<file path="src/rtl/leaf_inject_arb.sv">
// Round-robin injection arbiter feeding one BFT leaf port, with a resend-hold output register.
// Optional counters pkt_count/resend_count are enabled by LEAF_INJECT_ARB_STATS_EN.
module leaf_inject_arb #(
    parameter int NUM_REQ    = 4,
    parameter int PAYLOAD_SZ = 45,
    parameter int ADDR_SZ    = 3,
    parameter int P_SZ       = 49
) (
    input  logic                          clk,
    input  logic                          reset,
    input  logic [NUM_REQ-1:0]            req_valid,
    input  logic [NUM_REQ*ADDR_SZ-1:0]    req_dest,
    input  logic [NUM_REQ*PAYLOAD_SZ-1:0] req_payload,
    output logic [NUM_REQ-1:0]            req_ready,
    output logic [P_SZ-1:0]               dout_leaf,
    input  logic                          resend,
    output logic                          busy
`ifdef LEAF_INJECT_ARB_STATS_EN
    ,
    output logic [31:0]                   pkt_count,
    output logic [31:0]                   resend_count
`endif
);

    localparam int PTR_W = $clog2(NUM_REQ);

    localparam logic [0:0] IDLE = 1'b0;
    localparam logic [0:0] HOLD = 1'b1;

    logic [P_SZ-1:0]       out_q;
    logic [PTR_W-1:0]      rr_ptr;
    logic [0:0]            state;
    logic                  slot_free;
    logic                  grant_found;
    logic [PTR_W-1:0]      win;
    logic [ADDR_SZ-1:0]    sel_dest;
    logic [PAYLOAD_SZ-1:0] sel_payload;

    // The valid bit of the output register doubles as the IDLE/HOLD state.
    assign state     = out_q[P_SZ-1];
    assign busy      = out_q[P_SZ-1];
    assign dout_leaf = out_q;
    assign slot_free = (state == IDLE) || !resend;

    always_comb begin
        int unsigned idx;
        idx         = 0;
        grant_found = 1'b0;
        win         = '0;
        for (int unsigned k = 0; k < NUM_REQ; k++) begin
            idx = 32'(rr_ptr) + k;
            if (idx >= NUM_REQ) idx = idx - NUM_REQ;
            if (!grant_found && req_valid[PTR_W'(idx)]) begin
                grant_found = 1'b1;
                win         = PTR_W'(idx);
            end
        end
    end

    assign sel_dest    = req_dest[win*ADDR_SZ +: ADDR_SZ];
    assign sel_payload = req_payload[win*PAYLOAD_SZ +: PAYLOAD_SZ];

    // Gated by reset so no requester sees an accept while the block is held in reset.
    always_comb begin
        req_ready = '0;
        if (grant_found && slot_free && !reset) req_ready[win] = 1'b1;
    end

    always_ff @(posedge clk or posedge reset) begin
        if (reset) begin
            out_q  <= '0;
            rr_ptr <= '0;
        end else if (slot_free) begin
            if (grant_found) begin
                out_q  <= {1'b1, sel_dest, sel_payload};
                rr_ptr <= (win == PTR_W'(NUM_REQ - 1)) ? '0 : win + 1'b1;
            end else begin
                out_q  <= '0;
            end
        end
    end

`ifdef LEAF_INJECT_ARB_STATS_EN
    always_ff @(posedge clk or posedge reset) begin
        if (reset) begin
            pkt_count    <= '0;
            resend_count <= '0;
        end else begin
            if (busy && !resend) pkt_count    <= pkt_count + 32'd1;
            if (busy && resend)  resend_count <= resend_count + 32'd1;
        end
    end
`endif

endmodule

</file>
<file path="config.mk">
export PLATFORM = sky130hd
export DESIGN_NAME = leaf_inject_arb
export DESIGN_NICKNAME = d
export VERILOG_FILES = /design/src/rtl/leaf_inject_arb.sv
export SDC_FILE = /design/constraint.sdc
export NUM_CORES = 1
export LEC_CHECK = 0
export BUFFER_PORTS_ARGS = -buffer_cell sky130_fd_sc_hd__clkbuf_2
export CORE_MARGIN = 2
export CORE_UTILIZATION = 38
export DETAILED_ROUTE_END_ITERATION = 6
export GPL_TIMING_DRIVEN = 0
export PLACE_DENSITY = 0.78
export SLEW_MARGIN = 0
export SYNTH_ARGS = -nofsm -noshare
export SYNTH_HDL_FRONTEND = slang
export SYNTH_SLANG_ARGS = --single-unit
</file>
<file path="constraint.sdc">
create_clock -name clk -period 2.2 [get_ports clk]
set_clock_uncertainty 0.2 [all_clocks]
set_input_delay 0.11 -clock clk [delete_from_list [all_inputs] [get_ports clk]]
set_output_delay 0.11 -clock clk [all_outputs]
set_load 0.02 [all_outputs]
</file>
==> flow_metrics.py, run 1 <==
metrics = {
    "critical_path": {
        "regToRegEndpoint": "dout_leaf[22]",
        "required_ns": 2.24,
        "reg2reg_slack_ns": -0.16,
        "criticalPathCategory": "flop to flop",
        "critPathLaunch": "rr_ptr[1]",
        "worstPathArrival_ns": 2.40,
        "crit_fanout": 10,
        "endpoint": "dout_leaf[22]",
        "regToRegStartpoint": "rr_ptr[1]",
        "cp-start-kind": "flop",
        "reg2reg_depth": 10,
        "cp-end-kind": "flop",
    },
    "clock_network": {
        "cts_max_path_buffers": 2,
        "clk_pin_slew_ns": 0.10,
        "clk_latency_ns": 0.30,
        "cts_tree": "yes",
        "cts_root_buf": "clkbuf_8",
        "cts_sinks": 51,
        "numCtsBuffers": 5,
        "htree_levels": 2,
    },
    "timing": {
        "period_needed_ns": 2.359,
        "rsz0062_at_grt": "yes",
        "hold_ws_ns": -0.001621,
        "tightest_slew_ns": 0.6684,
        "finalSetupTns_ns": -3.356,
        "slew_violations": 0,
        "finalHoldViolations": 2,
        "relSlewSlack": 0.5538,
        "setup_viol": 42,
        "setup_slack_ns": -0.1586,
        "clock.fmax_mhz": 424.0,
        "min_period_over_period": 1.072,
    },
    "synthesis": {
        "yosysTopAreaCellShare": 0.3621,
        "post-synth-top-count-cell": "nand2_1",
        "synth_common_cells": "197 x nand2_1, 78 x a21oi_1, 51 x dfrtp_1, 48 x a211o_1, 20 x a21oi_2",
        "ys_ff_latch": 51,
        "synth_edf_count": 0,
        "ys_seq_area_frac": 0.3621,
        "syn_avg_cell_area_um2": 7.547,
        "ys_top_cells_by_area": "dfrtp_1 36%, nand2_1 21%, a211o_1 12%",
        "yosysWarnings": 0,
        "ys.flop_type": "dfrtp_1",
        "synthesis.nets": 670,
        "ys_types": 31,
        "async_flop_share": 1.000,
        "synthCells": 467,
        "yosys.area.top_type": "dfrtp_1",
        "netlist_area_um2": 3525,
    },
    "routing": {
        "top_layer": "met4",
        "ant_nets": 0,
        "met2WireLength_mm": 9.128,
        "dr_wl_met3_mm": 2.004,
        "drc": 0,
        "routed_via_density": 5.471,
        "dr.first_iter.drc_count": 338,
        "wl_per_cell_um": 18.72,
        "dr.pass1.iters": 5,
        "num_vias": 5526,
        "wl_met1_mm": 6.758,
        "drt-total-wl_mm": 18.91,
    },
    "cells_and_area": {
        "layout-drive-gt1-share": 0.4149,
        "n_antenna_cell": 0,
        "synthToLayoutAreaGrowth_pct": 100.6,
        "num-nets-final": 1103,
        "fin_cells": 1010,
        "final_cell_area_um2": 7069,
    },
    "min_path": {
        "hold_class": "input pin to flop",
    },
    "grt": {
        "grt_util_all_layers": 0.3506,
        "first_global_vias": 5727,
        "grt_pass1_wl_mm": 27.66,
        "grt_max_degree": 31,
        "grt_antenna_before_repair": 0,
        "grt_remaining_overflow": 0,
    },
    "floorplan": {
        "coreArea_um2": 9109,
        "num_io_pins": 253,
        "dieArea_um2": 10060,
        "die_w_um": 100.3,
        "die_y_um": 100.3,
        "start_util": 0.3870,
        "num_rows": 35,
    },
    "pwr": {
        "p_per_area_nw_per_um2": 891.9,
        "leakagePower_nw": 3.796,
        "irDropWorstVdd_uv": 544.5,
    },
    "outcome": {
        "violations": "hold timing, setup timing",
        "status": "finished with violations",
    },
    "placement": {
        "place_congestion": 0.8279,
        "hpwl_mm": 10.34,
        "port_buffers": 252,
        "dpl_cell_area_um2": 4945,
        "dp.cells": 831,
        "post-place-ws_ns": -0.1961,
    },
    "flow_run": {
        "max_cap_violations": 0,
    },
}
[where the power goes]
group          internal [mW]  switching [mW]
Combinational           1.80            2.33
Clock                  0.214           0.319
Sequential              1.34           0.305
Total                   3.36            2.95
[critical path, stage by stage, from the launching register on]
cell and delay, ns:
dfrtp_2 0.47, mux2_4 0.31, o221a_1 0.24, buf_6 0.14, inv_8 0.05, buf_4 0.16
buf_8 0.15, buf_8 0.14, nand2_1 0.10, a21oi_2 0.18, a211o_1 0.14
[worst min-delay path by stage]
| stage | startpoint | end | cells after the start | slack (ns) |
|---|---|---|---|---|
| 2_1_floorplan | req_valid[0] | dout_leaf[48] | 2 | 0.04 |
| 3_3_place_gp | req_valid[1] | dout_leaf[48] | 3 | 0.22 |
| 3_5_place_dp | reset | dout_leaf[19] | 2 | 0.02 |
| 4_1_cts | req_valid[1] | dout_leaf[48] | 3 | -0.09 |
| 5_1_grt | req_payload[162] | dout_leaf[27] | 4 | 0.006 |
| 6_report | req_payload[111] | dout_leaf[21] | 4 | -0.002 |
[per-stage QoR]
stage,util,power (mW)
floorplan,-,3.668
global placement,0.5407,4.700
detailed placement,0.5429,4.798
CTS,0.7451,5.851
global route,0.7761,6.636
finish,0.7761,6.305
[final cells by class]
class                           count  area, µm²
Tap cell                          111      138.9
Inverter                            5      26.28
Buffer                             37      396.6
Multi-Input combinational cell    372       2127
Clock buffer                        6      72.57
Fill cell                         550       2039
Sequential cell                    51       1277
Timing Repair Buffer              428       3030
[registers in the layout, summed over array words and instances, names as in the netlist]
register   flops
rr_ptr         2
dout_leaf     49
[logic make-up (layout without fill, tap and decap cells)]
logic type	count (synthesis)	in the layout	synth area share
AO/OA/AOI/OAI	153	153	0.2975
adder cells (fa/ha/maj)	4	4	0.01420
buffers and inverters	44	476	0.08235
flip-flops	51	51	0.3621
multiplexers	1	1	0.004259
AND/OR/NAND/NOR	214	214	0.2396
[placed cells by master (no fill, tap or decap), drive strengths merged, types with 2 or more instances in the layout]
cell         count
inv              5
nand2          197
and3             4
o21ai            2
dlygate4sd3    152
ha               4
dfrtp           51
o31ai            2
clkbuf         266
nor2             4
nand2b           2
a21oi           98
a211o           48
buf             53
[metal layers]
metal | GRT usage | vias to the layer above
li1 | - | 2449
met1 | 0.3926 | 2499
met2 | 0.6102 | 467
met3 | 0.08426 | 111
met4 | 0.1949 | 0
met5 | 0 | -
[what timing repair did]
item / in CTS / in global routing
hold buffers: 150 / 2
endpoints found under the hold margin: 73 / 2
pin swaps: 3 / 4
setup endpoints to repair: 50 / 52
setup buffers: 12 / 9
resized for setup: 45 / 58
cloned: 0 / 2
(Power assumes the default switching activity.)
==> inputs of run 2 (changes only) <==
--- a/config.mk
+++ b/config.mk
@@ -6,11 +6,13 @@
 export NUM_CORES = 1
 export LEC_CHECK = 0
 export BUFFER_PORTS_ARGS = -buffer_cell sky130_fd_sc_hd__clkbuf_2
+export CELL_PAD_IN_SITES_DETAIL_PLACEMENT = 1
+export CELL_PAD_IN_SITES_GLOBAL_PLACEMENT = 1
 export CORE_MARGIN = 2
-export CORE_UTILIZATION = 38
+export CORE_UTILIZATION = 25
 export DETAILED_ROUTE_END_ITERATION = 6
 export GPL_TIMING_DRIVEN = 0
-export PLACE_DENSITY = 0.78
+export PLACE_DENSITY_LB_ADDON = 0.1
 export SLEW_MARGIN = 0
 export SYNTH_ARGS = -nofsm -noshare
 export SYNTH_HDL_FRONTEND = slang
==> flow_metrics.py, run 2 (synthesis results as in run 1) <==
metrics = {
    "critical_path": {
        "crit_top_cell": "buf_6",
        "criticalPathCategory": "flop to output pin",
        "critPathSlowestCell": "dfrtp_1",
        "required_ns": 1.89,
        "cp_cell_sequence": "buf_6 -> mux2_4 -> o221a_1 -> buf_6 -> clkbuf_16 -> ha_4 -> and3_4 -> buf_8",
        "cpPeakStageDelay_ns": 0.38,
        "worstPathArrival_ns": 2.07,
        "crit_fanout": 6,
        "critPathBufInv": 4,
        "cp-start-kind": "flop",
        "cp-end-kind": "output pin",
        "critPathTopFamily": "buffers and inverters",
    },
    "routing": {
        "ant_nets": 0,
        "wl_per_cell_um": 16.88,
        "dr.first_iter.drc_count": 127,
        "num_vias": 4868,
        "dr_wl_met3_um": 968,
        "top_layer": "met4",
        "routed_via_density": 4.731,
        "drc": 0,
        "met2WireLength_mm": 8.856,
        "dr.pass1.iters": 4,
        "drt-total-wl_mm": 17.37,
        "wl_met1_mm": 7.098,
    },
    "cells_and_area": {
        "n_antenna_cell": 0,
        "fin_cells": 1029,
        "synthToLayoutAreaGrowth_pct": 89.17,
        "n_fill_cell": 1719,
        "multiInputGateArea_um2": 2078,
        "largest_reg_flops": 49,
        "final_cell_mix": "251 x clkbuf_2, 195 x nand2_1, 112 x dlygate4sd3_1",
        "regArea_um2": 1276,
        "layout-drive-gt1-share": 0.4099,
        "layout_commonest_cell": "clkbuf_2",
        "num-nets-final": 1051,
    },
    "placement": {
        "place_congestion": 0.7511,
        "hpwl_mm": 12.11,
        "post-place-ws_ns": -0.3373,
        "dp.cells": 900,
        "port_buffers": 252,
    },
    "timing": {
        "clock.fmax_mhz": 419.9,
        "rsz0062_at_grt": "yes",
        "finalHoldViolations": 4,
        "setup_slack_ns": -0.1816,
        "slew_violations": 0,
        "setup_viol": 41,
        "tightest_slew_ns": 0.5958,
        "min_period_over_period": 1.083,
        "period_needed_ns": 2.382,
        "hold_ws_ns": -0.006042,
        "relSlewSlack": 0.5991,
    },
    "floorplan": {
        "num_rows": 43,
        "die_y_um": 122.7,
        "num_io_pins": 253,
        "coreArea_um2": 13830,
        "die_w_um": 122.7,
        "start_util": 0.2549,
        "dieArea_um2": 15060,
    },
    "flow_run": {
        "max_cap_violations": 0,
    },
    "clock_network": {
        "numCtsBuffers": 5,
        "cts_sinks": 51,
        "htree_levels": 2,
        "cts_root_buf": "clkbuf_16",
        "clk_latency_ns": 0.30,
        "cts_max_path_buffers": 2,
        "clk_pin_slew_ns": 0.07,
        "cts_tree": "yes",
    },
    "grt": {
        "grt_util_all_layers": 0.2281,
        "grt_remaining_overflow": 0,
        "first_global_vias": 5347,
        "grt_pass1_wl_mm": 26.70,
        "grt_antenna_before_repair": 0,
        "grt_max_degree": 32,
    },
    "outcome": {
        "status": "finished with violations",
        "violations": "hold timing, setup timing",
    },
    "pwr": {
        "p_per_area_nw_per_um2": 933.3,
        "irDropWorstVdd_uv": 440.6,
        "leakagePower_nw": 3.589,
    },
    "min_path": {
        "hold_class": "input pin to flop",
    },
}
run 2: changes by cell type in the layout (fill, tap and decap cells not counted), sizes merged:
cell,change
buf,-10
clkbuf,-1
clkinv,+1
dlygate4sd3,-40
run 2: layout make-up:
cell class / count / area share
inverters: 5 / 0.003941
clock buffers: 7 / 0.01989
flip-flops and latches: 51 / 0.1914
well taps: 180 / 0.03378
repair buffers: 375 / 0.3806
plain buffers: 38 / 0.05798
clock inverters: 1 / 0.0007506
multi-input cells: 372 / 0.3117
run 2: final timing paths:
kind,from,endpoint,slack [ns],cells past startpoint
max in group asynchronous,reset,dout_leaf[5],1.42,4
worst max-delay path,rr_ptr[1],req_ready[1],-0.18,8
worst max register to register,rr_ptr[1],dout_leaf[32],-0.14,10
worst min-delay path,req_payload[6],dout_leaf[6],-0.006,4
worst min register to register,dout_leaf[16],dout_leaf[16],0.28,1
min in group asynchronous,reset,dout_leaf[28],0.19,4
run 2: stage by stage:
stage / cell area (µm²) / setup TNS, ns / util / total power [mW]
2_1_floorplan: 3525 / 0 / - / 3.668
3_3_place_gp: 5011 / -21.38 / 0.3624 / 4.797
3_5_place_dp: 5031 / -4.351 / 0.3639 / 4.881
4_1_cts: 6551 / -4.587 / 0.4738 / 6.149
5_1_grt: 6668 / -9.154 / 0.4822 / 6.680
6_report: 6668 / -3.698 / 0.4822 / 6.223
run 2: report_power, final:
group	total [mW]	internal [mW]	leakage (nW)	switching, mW
clock network	0.787	0.422	0.0679	0.365
logic	3.84	1.64	2.89	2.20
registers	1.60	1.34	0.634	0.254
run 2: repair_timing:
item,in CTS,in global routing
setup buffers,8,3
setup endpoints to repair,53,53
pin swaps,4,4
hold endpoints to repair,69,1
gates resized for setup,45,32
hold buffers,112,1
run 2: worst min-delay path, stage by stage:
cell	delay, ns
clkbuf_2	0.08
nand2_1	0.05
a21oi_2	0.13
a211o_1	0.10
run 2: layer usage:
metal | global-route usage | up-vias
li1 | - | 2343
met3 | 0.04229 | 30
met4 | 0.08190 | 0
met2 | 0.4185 | 164
met1 | 0.2619 | 2331
met5 | 0 | -
==> inputs of run 3 (changes only) <==
--- a/config.mk
+++ b/config.mk
@@ -5,12 +5,12 @@
 export SDC_FILE = /design/constraint.sdc
 export NUM_CORES = 1
 export LEC_CHECK = 0
-export BUFFER_PORTS_ARGS = -buffer_cell sky130_fd_sc_hd__clkbuf_2
 export CELL_PAD_IN_SITES_DETAIL_PLACEMENT = 1
 export CELL_PAD_IN_SITES_GLOBAL_PLACEMENT = 1
 export CORE_MARGIN = 2
-export CORE_UTILIZATION = 25
+export CORE_UTILIZATION = 38
 export DETAILED_ROUTE_END_ITERATION = 6
+export DONT_BUFFER_PORTS = 1
 export GPL_TIMING_DRIVEN = 0
 export PLACE_DENSITY_LB_ADDON = 0.1
 export SLEW_MARGIN = 0
==> flow_metrics.py, run 3 <==
metrics = {
    "synthesis": {
        "post-synth-top-count-cell": "nand2_1",
        "yosys.area.top_type": "dfrtp_1",
        "ys_seq_area_frac": 0.3621,
        "syn_avg_cell_area_um2": 7.547,
        "netlist_area_um2": 3525,
        "synth_common_cells": "197 x nand2_1, 78 x a21oi_1, 51 x dfrtp_1, 48 x a211o_1, 20 x a21oi_2",
        "synth_edf_count": 0,
        "async_flop_share": 1.000,
        "ys_types": 31,
        "ys_ff_latch": 51,
        "ys.flop_type": "dfrtp_1",
        "yosysTopAreaCellShare": 0.3621,
        "synthCells": 467,
        "synthesis.nets": 670,
        "ys_top_cells_by_area": "dfrtp_1 36%, nand2_1 21%, a211o_1 12%",
        "yosysWarnings": 0,
    },
    "placement": {
        "dpl_cell_area_um2": 3684,
        "place_congestion": 0.8596,
        "hpwl_mm": 9.858,
        "port_buffers": 0,
        "dp.cells": 579,
    },
    "floorplan": {
        "die_y_um": 100.3,
        "num_io_pins": 253,
        "die_w_um": 100.3,
        "start_util": 0.3870,
        "num_rows": 35,
    },
    "clock_network": {
        "cts_root_buf": "clkbuf_8",
        "cts_max_path_buffers": 2,
        "cts_sinks": 51,
        "numCtsBuffers": 5,
        "htree_levels": 2,
        "ctsResizeCount": 36,
        "post-cts-setup-buffers": 7,
        "holdBufCountCts": 119,
    },
    "outcome": {
        "lastStage": "4_1_cts",
        "status": "aborted with a tool error",
        "firstError": "[ERROR RSZ-0060] Max buffer count reached.",
    },
}
run 3: cell counts after synthesis:
Identical to the previous run, type by type.
run 3: cell families after synthesis:
| logic type | synth area share |
|---|---|
| adders and majority gates | 0.01420 |
| DFF | 0.3621 |
| muxes | 0.004259 |
| buffers and inverters | 0.08235 |
| AOI/OAI and AO/OA | 0.2975 |
| and+or+nand+nor | 0.2396 |
run 3: stage by stage:
step	setup TNS [ns]	worst slack, ns
after detailed placement	-3.989	-0.2074
after global placement	-9.927	-0.3608
after floorplan	0	0.07737
==> inputs of run 4 (changes only) <==
==> config.mk (replaced) <==
export PLATFORM = sky130hd
export DESIGN_NAME = leaf_inject_arb
export DESIGN_NICKNAME = d
export VERILOG_FILES = /design/src/rtl/leaf_inject_arb.sv
export SDC_FILE = /design/constraint.sdc
export NUM_CORES = 1
export LEC_CHECK = 0
export CORE_MARGIN = 2
export CORE_UTILIZATION = 25
export DETAILED_ROUTE_END_ITERATION = 6
export DONT_BUFFER_PORTS = 1
export GPL_TIMING_DRIVEN = 0
export PLACE_DENSITY_LB_ADDON = 0.15
export SLEW_MARGIN = 0
export SYNTH_ARGS = -nofsm -noshare
export SYNTH_HDL_FRONTEND = slang
export SYNTH_SLANG_ARGS = --single-unit
==> constraint.sdc (replaced) <==
create_clock -name clk -period 2.9 [get_ports clk]
set_clock_uncertainty 0.2 [all_clocks]
set_input_delay 0.145 -clock clk [delete_from_list [all_inputs] [get_ports clk]]
set_output_delay 0.145 -clock clk [all_outputs]
set_load 0.02 [all_outputs]
==> flow_metrics.py, run 4 <==
metrics = {
    "floorplan": {
        "start_util": 0.2549,
        "num_io_pins": 253,
        "die_w_um": 122.7,
        "num_rows": 43,
        "die_y_um": 122.7,
    },
    "clock_network": {
        "holdBufCountCts": 132,
        "cts_root_buf": "clkbuf_16",
        "ctsResizeCount": 0,
        "cts_sinks": 51,
        "numCtsBuffers": 5,
        "cts_max_path_buffers": 2,
        "htree_levels": 2,
        "post-cts-setup-buffers": 0,
    },
    "synthesis": {
        "synth_common_cells": "197 x nand2_1, 78 x a21oi_1, 51 x dfrtp_1, 48 x a211o_1, 20 x a21oi_2",
        "ys_types": 31,
        "synthCells": 467,
        "synth_edf_count": 0,
        "ys.flop_type": "dfrtp_1",
        "yosysTopAreaCellShare": 0.3621,
        "syn_avg_cell_area_um2": 7.547,
        "yosys.area.top_type": "dfrtp_1",
        "synthesis.nets": 670,
        "ys_seq_area_frac": 0.3621,
        "yosysWarnings": 0,
        "netlist_area_um2": 3525,
        "ys_top_cells_by_area": "dfrtp_1 36%, nand2_1 21%, a211o_1 12%",
        "async_flop_share": 1.000,
        "ys_ff_latch": 51,
        "post-synth-top-count-cell": "nand2_1",
    },
    "outcome": {
        "lastStage": "4_1_cts",
        "firstError": "[ERROR RSZ-0060] Max buffer count reached.",
        "status": "aborted with a tool error",
    },
    "placement": {
        "hpwl_mm": 9.756,
        "place_congestion": 0.7745,
        "post-place-ws_ns": 0.4782,
        "port_buffers": 0,
    },
}
run 4: cell counts after synthesis:
No cell type changed its count.
run 4: cells by family after synthesis:
group                      Yosys count  share of synthesized area
AOI/OAI and AO/OA                  153                     0.2975
adders and majority gates            4                    0.01420
buffers and inverters               44                    0.08235
DFF                                 51                     0.3621
muxes                                1                   0.004259
and+or+nand+nor                    214                     0.2396
run 4: per-stage QoR:
step / std cells / instance area, µm²
2_1_floorplan: 467 / 3525
3_3_place_gp: 647 / 3750
3_5_place_dp: 648 / 3770
